### config.mk
export PLATFORM = sky130hd
export DESIGN_NAME = fft16_par_ser
export DESIGN_NICKNAME = d
export VERILOG_FILES = /design/src/rtl/fft16_pkg.sv /design/src/rtl/fft16_par_ser.sv
export SDC_FILE = /design/constraint.sdc
export NUM_CORES = 2
export LEC_CHECK = 0
export ABC_CLOCK_PERIOD_IN_PS = 2700
export CAP_MARGIN = 40
export CORE_AREA = 2 2 435 437
export CTS_CLUSTER_DIAMETER = 80
export CTS_CLUSTER_SIZE = 24
export DETAILED_ROUTE_END_ITERATION = 16
export DIE_AREA = 0 0 437 439
export GPL_ROUTABILITY_DRIVEN = 0
export GPL_TIMING_DRIVEN = 1
export SETUP_SLACK_MARGIN = 0.05
export SLEW_MARGIN = 15
export SYNTH_ARGS = -nofsm -noshare
export SYNTH_HDL_FRONTEND = slang
export SYNTH_SLANG_ARGS = --single-unit
### constraint.sdc
create_clock -name clk -period 2.7 [get_ports clk]
set_input_delay 0.81 -clock clk [delete_from_list [all_inputs] [get_ports clk]]
set_output_delay 0.81 -clock clk [all_outputs]
set_load 0.1 [all_outputs]
### src/rtl/fft16_pkg.sv
// fft16_pkg: shared types and helpers for the FFT16 datapath.
//   sample_t   : complex sample, real in [31:16], imag in [15:0]
//   re_of/im_of: component slices of a sample
//   bitrev     : reverse the low 'bits' bits of an index
//   state_e    : unloader FSM states
package fft16_pkg;

  localparam int DATA_WIDTH_DEF        = 16;
  localparam int DOUBLE_DATA_WIDTH_DEF = 2 * DATA_WIDTH_DEF;
  localparam int DEPTH_DEF             = 32;
  localparam int IDX_MAX_W             = 16;

  typedef logic signed [DOUBLE_DATA_WIDTH_DEF-1:0] sample_t;

  typedef enum logic {
    ST_IDLE = 1'b0,
    ST_SEND = 1'b1
  } state_e;

  function automatic logic signed [DATA_WIDTH_DEF-1:0] re_of(input sample_t s);
    return s[DOUBLE_DATA_WIDTH_DEF-1:DATA_WIDTH_DEF];
  endfunction

  function automatic logic signed [DATA_WIDTH_DEF-1:0] im_of(input sample_t s);
    return s[DATA_WIDTH_DEF-1:0];
  endfunction

  // Shifting the input LSB-first into the result leaves the low 'bits'
  // bits reversed and everything above them zero.
  function automatic logic [IDX_MAX_W-1:0] bitrev(input logic [IDX_MAX_W-1:0] v,
                                                  input int unsigned bits);
    logic [IDX_MAX_W-1:0] r;
    r = '0;
    for (int i = 0; i < IDX_MAX_W; i++) begin
      if (i < bits) begin
        r = {r[IDX_MAX_W-2:0], v[i]};
      end else begin
        r = r;
      end
    end
    return r;
  endfunction

endpackage

### src/rtl/fft16_par_ser.sv
// fft16_par_ser: captures a whole frame of DEPTH complex samples in one cycle
// and streams it out two samples per beat under a valid/ready handshake.
// Build option: define FFT16_PAR_SER_BITREV_EN to read slot s from frame
// index bitrev(s), undoing the FFT core's bit-reversed output order.
// Ports:
//   clk, i_rst_n          clock, async active-low reset
//   i_load, i_data        frame strobe and parallel frame (accepted with o_ready)
//   o_ready               frame can be accepted this cycle (combinational)
//   o_valid, i_ready      beat handshake
//   o1_data, o2_data      even / odd slot samples of the beat
//   o_idx                 slot number of o1_data (0,2,4,...)
//   o_last                final beat of the frame
//   o_drop                one-cycle pulse after a frame offered while busy
import fft16_pkg::*;

module fft16_par_ser #(
  parameter int DATA_WIDTH        = DATA_WIDTH_DEF,
  parameter int DOUBLE_DATA_WIDTH = 2 * DATA_WIDTH,
  parameter int DEPTH             = DEPTH_DEF
) (
  input  logic                                clk,
  input  logic                                i_rst_n,
  input  logic                                i_load,
  input  logic signed [DOUBLE_DATA_WIDTH-1:0] i_data [DEPTH-1:0],
  output logic                                o_ready,
  output logic                                o_valid,
  input  logic                                i_ready,
  output logic signed [DOUBLE_DATA_WIDTH-1:0] o1_data,
  output logic signed [DOUBLE_DATA_WIDTH-1:0] o2_data,
  output logic        [$clog2(DEPTH)-1:0]     o_idx,
  output logic                                o_last,
  output logic                                o_drop
);

  localparam int AW = $clog2(DEPTH);
  localparam int KW = AW - 1;
  localparam logic [KW-1:0] K_LAST = KW'(DEPTH / 2 - 1);

  state_e                               state_q;
  logic signed [DOUBLE_DATA_WIDTH-1:0]  frame_q [DEPTH-1:0];
  logic        [KW-1:0]                 k_q;
  logic        [KW-1:0]                 k_d;
  logic signed [DOUBLE_DATA_WIDTH-1:0]  o1_q;
  logic signed [DOUBLE_DATA_WIDTH-1:0]  o2_q;
  logic        [AW-1:0]                 idx_q;
  logic                                 last_q;
  logic                                 valid_q;
  logic                                 drop_q;
  logic                                 ready_s;
  logic                                 load_s;
  logic                                 adv_s;
  logic                                 fin_s;

  // Frame storage index for a natural output slot.
  function automatic logic [AW-1:0] rd_idx(input logic [AW-1:0] s);
`ifdef FFT16_PAR_SER_BITREV_EN
    return AW'(bitrev(IDX_MAX_W'(s), AW));
`else
    return s;
`endif
  endfunction

  // A new frame may enter in IDLE, or on the very cycle the last beat leaves.
  assign ready_s = (state_q == ST_IDLE) ||
                   ((state_q == ST_SEND) && valid_q && i_ready && last_q);
  assign load_s  = i_load && ready_s;
  assign adv_s   = valid_q && i_ready && !last_q;
  assign fin_s   = valid_q && i_ready && last_q && !i_load;
  assign k_d     = k_q + KW'(1);

  // Unloader FSM: frame capture, beat counter and registered beat outputs.
  always_ff @(posedge clk or negedge i_rst_n) begin
    if (!i_rst_n) begin
      state_q <= ST_IDLE;
      for (int i = 0; i < DEPTH; i++) begin
        frame_q[i] <= '0;
      end
      k_q     <= '0;
      o1_q    <= '0;
      o2_q    <= '0;
      idx_q   <= '0;
      last_q  <= 1'b0;
      valid_q <= 1'b0;
      drop_q  <= 1'b0;
    end else begin
      drop_q <= i_load && !ready_s;
      if (load_s) begin
        frame_q <= i_data;
        state_q <= ST_SEND;
        valid_q <= 1'b1;
        k_q     <= '0;
        idx_q   <= '0;
        last_q  <= 1'b0;
        o1_q    <= i_data[rd_idx(AW'(0))];
        o2_q    <= i_data[rd_idx(AW'(1))];
      end else if (adv_s) begin
        k_q     <= k_d;
        idx_q   <= {k_d, 1'b0};
        last_q  <= (k_d == K_LAST);
        o1_q    <= frame_q[rd_idx({k_d, 1'b0})];
        o2_q    <= frame_q[rd_idx({k_d, 1'b1})];
      end else if (fin_s) begin
        state_q <= ST_IDLE;
        valid_q <= 1'b0;
        last_q  <= 1'b0;
      end else begin
        state_q <= state_q;
      end
    end
  end

  assign o_ready = ready_s;
  assign o_valid = valid_q;
  assign o1_data = o1_q;
  assign o2_data = o2_q;
  assign o_idx   = idx_q;
  assign o_last  = last_q;
  assign o_drop  = drop_q;

endmodule
==> impl_metrics.csv <==
group,metric,value,unit
die,ios,1101,
clock_tree,cts.sinks,1095,
cells_and_area,fin_cells,8904,
clock_tree,tritoncts,"done",
sta,worst_pin_slew,0.678,ns
outcome,status,"finished, final reports clean",
placed_design,pre_cts_ws,0.0812,ns
drt,drt-initial-drc-count,4184,
sta,skew,0.0420,ns
logic_synthesis,synthArstFlopShare,100,%
drt,ant_nets,0,
cells_and_area,final_cell_mix,"nand2_1, dfrtp_1, clkdlybuf4s50_1",
placed_design,io_buffers,1099,
cells_and_area,final_common_cell,"nand2_1",
worst_setup_path,cp-end-kind,"flip-flop",
global_routing,grt_max_degree,108,
cells_and_area,final_util,36.6,%
worst_setup_path,cp.arrival,3.17,ns
sta,slew_viol_final,0,
drt,vias,42800,
power_and_ir_drop,ir_drop,1.23,mV
drt,routed_via_density,4.81,
logic_synthesis,synth_edf_count,0,
sta,setup_violations,0,
sta,fin_crit_sh,96.2,%
worst_setup_path,cp_max_fo,24,
logic_synthesis,synth_cell_types,31,
die,coreArea,0.187,mm2
logic_synthesis,syn_area,0.0503,mm2
cells_and_area,nets,7329,
sta,slew_headroom,54.8,%
worst_setup_path,critPathKind,"reg2reg",
min_path,min_path_type,"reg2reg",
clock_tree,clk_pin_slew,0.10,ns
worst_setup_path,crit_path_start_kind,"flip-flop",
power_and_ir_drop,power.leakage,32.6,nW
global_routing,antenna_found_initial,99,
run,cap_viol_max_count,0,
cells_and_area,drive_gt1_share,13.2,%
global_routing,gr-usage-met3,4.87,%
die,dieArea,0.192,mm2
global_routing,grt_overflow_total,0,
worst_setup_path,rr_startpoint,"o_idx[1]",
sta,hold-worst-slack,0.472,ns
cells_and_area,area_delta_synth_final,36.0,%
global_routing,busiest_layer,"met2",
logic_synthesis,syn_avg_cell_area,9.56,um2
placed_design,place_hpwl,170,mm
logic_synthesis,synth_seq_cells,1095,
sta,layout_setup_ws,0.104,ns
global_routing,grt_use_total,22.1,%
sta,maxClockFrequency,385,MHz
worst_setup_path,crit_path_start,"o_idx[1]",
global_routing,gr-usage-met2,33.9,%
drt,drt-total-wl,218,mm
global_routing,grt_pass1_vias,42900,
logic_synthesis,synthCells,5260,
die,die_w,437,um
placed_design,dpl.cell_count,8695,
power_and_ir_drop,power_density,1170,mW/mm2
worst_setup_path,crit_required,3.27,ns
logic_synthesis,synth_seq_area_share,54.5,%
clock_tree,htreeDepth,3,
drt,drc_errors,0,
sta,grt_setup_unrepaired,"true",
cells_and_area,n_fill_cell,18700,
sta,min_period,2.60,ns
global_routing,globalRouteMet1Util,29.0,%
clock_tree,clock_latency,0.73,ns
sta,hold_viol,0,
die,fp-row-count,159,
logic_synthesis,synth-warning-count,0,
drt,routedWlPerCell,24.5,um
drt,first_pass_iters,6,
die,die_h,439,um
die,initial_utilization,26.9,%
min_path,min_from,"frame_q[376]",
global_routing,grt_pass1_wl,308,mm
clock_tree,cts.path.max_buffers,3,
logic_synthesis,synthFlopType,"dfrtp_1",
clock_tree,cts_buffers,77,
clock_tree,cts-root-buf,"clkbuf_16",
logic_synthesis,synth_nets,6290,
[final timing paths]
kind                                      to  slack (ns)  cells past startpoint
worst max-delay path             o2_data[24]        0.10                      9
worst min-delay path            frame_q[376]        0.47                      2
worst max register to register   o2_data[24]        0.10                      9
worst min register to register  frame_q[376]        0.47                      2
max in group asynchronous       frame_q[974]        1.07                      4
min in group asynchronous        frame_q[99]        0.58                      2
[metrics by stage]
stage	instance area (um2)	power [mW]	TNS, ns
4_1_cts	68200	80.2	-0.0183
2_1_floorplan	50500	51.4	-1.63
3_3_place_gp	65100	65.2	0
5_1_grt	68400	84.4	0
6_report	68400	79.9	0
3_5_place_dp	65100	65.8	0
[power by group]
group	internal, mW	switching, mW
registers	23.8	5.06
clock network	6.31	7.07
logic	16.3	21.4
total	46.4	33.5
[synth_stat cells (2+ instances only)]
master	number	area, um2
buf_6	24	270
mux4_2	256	5770
nor2b_1	64	400
mux2_2	64	721
nand2_1	3079	11600
buf_4	4	30.0
nor2_1	3	11.3
inv_2	3	11.3
o21ai_0	65	325
buf_2	91	455
mux2i_1	64	641
o221ai_1	63	552
nand3_1	70	350
and2_1	2	12.5
clkbuf_1	217	815
dfrtp_1	1095	27400
ha_1	2	25.0
buf_1	19	71.3
o211ai_2	63	788
[flip-flops by register name, summed over array words and instances, names as in the netlist]
register / count
o1_data: 32
o_valid: 1
o_drop: 1
o2_data: 32
frame_q: 1024
o_idx: 4
o_last: 1
[cell families (layout without fill, tap and decap cells)]
kind of cell | after synthesis | in the layout | share of synthesized area, %
and+or+nand+nor | 3223 | 3223 | 24.6
other | 1 | 53 | 0.00746
DFF | 1095 | 1095 | 54.5
AOI/OAI and AO/OA | 195 | 195 | 3.38
adders and majority gates | 2 | 2 | 0.0497
muxes | 384 | 384 | 14.2
buffers and inverters | 358 | 1455 | 3.29
xor gates and xnor gates | 2 | 2 | 0.0498
[routing by layer]
metal / vias up / wire (um)
met5: - / 285
met4: 48 / 12800
met3: 442 / 16000
met2: 1888 / 99900
met1: 21300 / 89000
li1: 19100 / -
[worst max-delay path: stages, from the launching register on]
cell      delay, ns
dfrtp_4        0.47
buf_4          0.15
inv_8          0.04
ha_4           0.29
buf_16         0.21
buf_12         0.22
mux4_2         0.33
mux2_2         0.31
nand3_1        0.21
o211ai_2       0.12
[area by class of cell]
| class | count | area, um2 | area share [%] |
|---|---|---|---|
| Sequential cell | 1095 | 27400 | 40.1 |
| Antenna cell | 52 | 130 | 0.190 |
| Multi-Input combinational cell | 3807 | 21400 | 31.3 |
| Tap cell | 2495 | 3120 | 4.56 |
| Inverter | 3 | 18.8 | 0.0274 |
| Clock buffer | 81 | 1950 | 2.85 |
| Timing Repair Buffer | 1315 | 13500 | 19.8 |
| Clock inverter | 56 | 865 | 1.26 |
[repair_timing]
action / 4_1_cts / 5_1_grt
resized for setup: 22 / 1
gates cloned: 2 / 0
endpoints found under the hold margin: 17 / 0
hold buffers: 1 / 0
setup buffers: 5 / 12
endpoints found under the setup margin: 5 / 41
No activity file was read; power rests on OpenSTA's default activity.
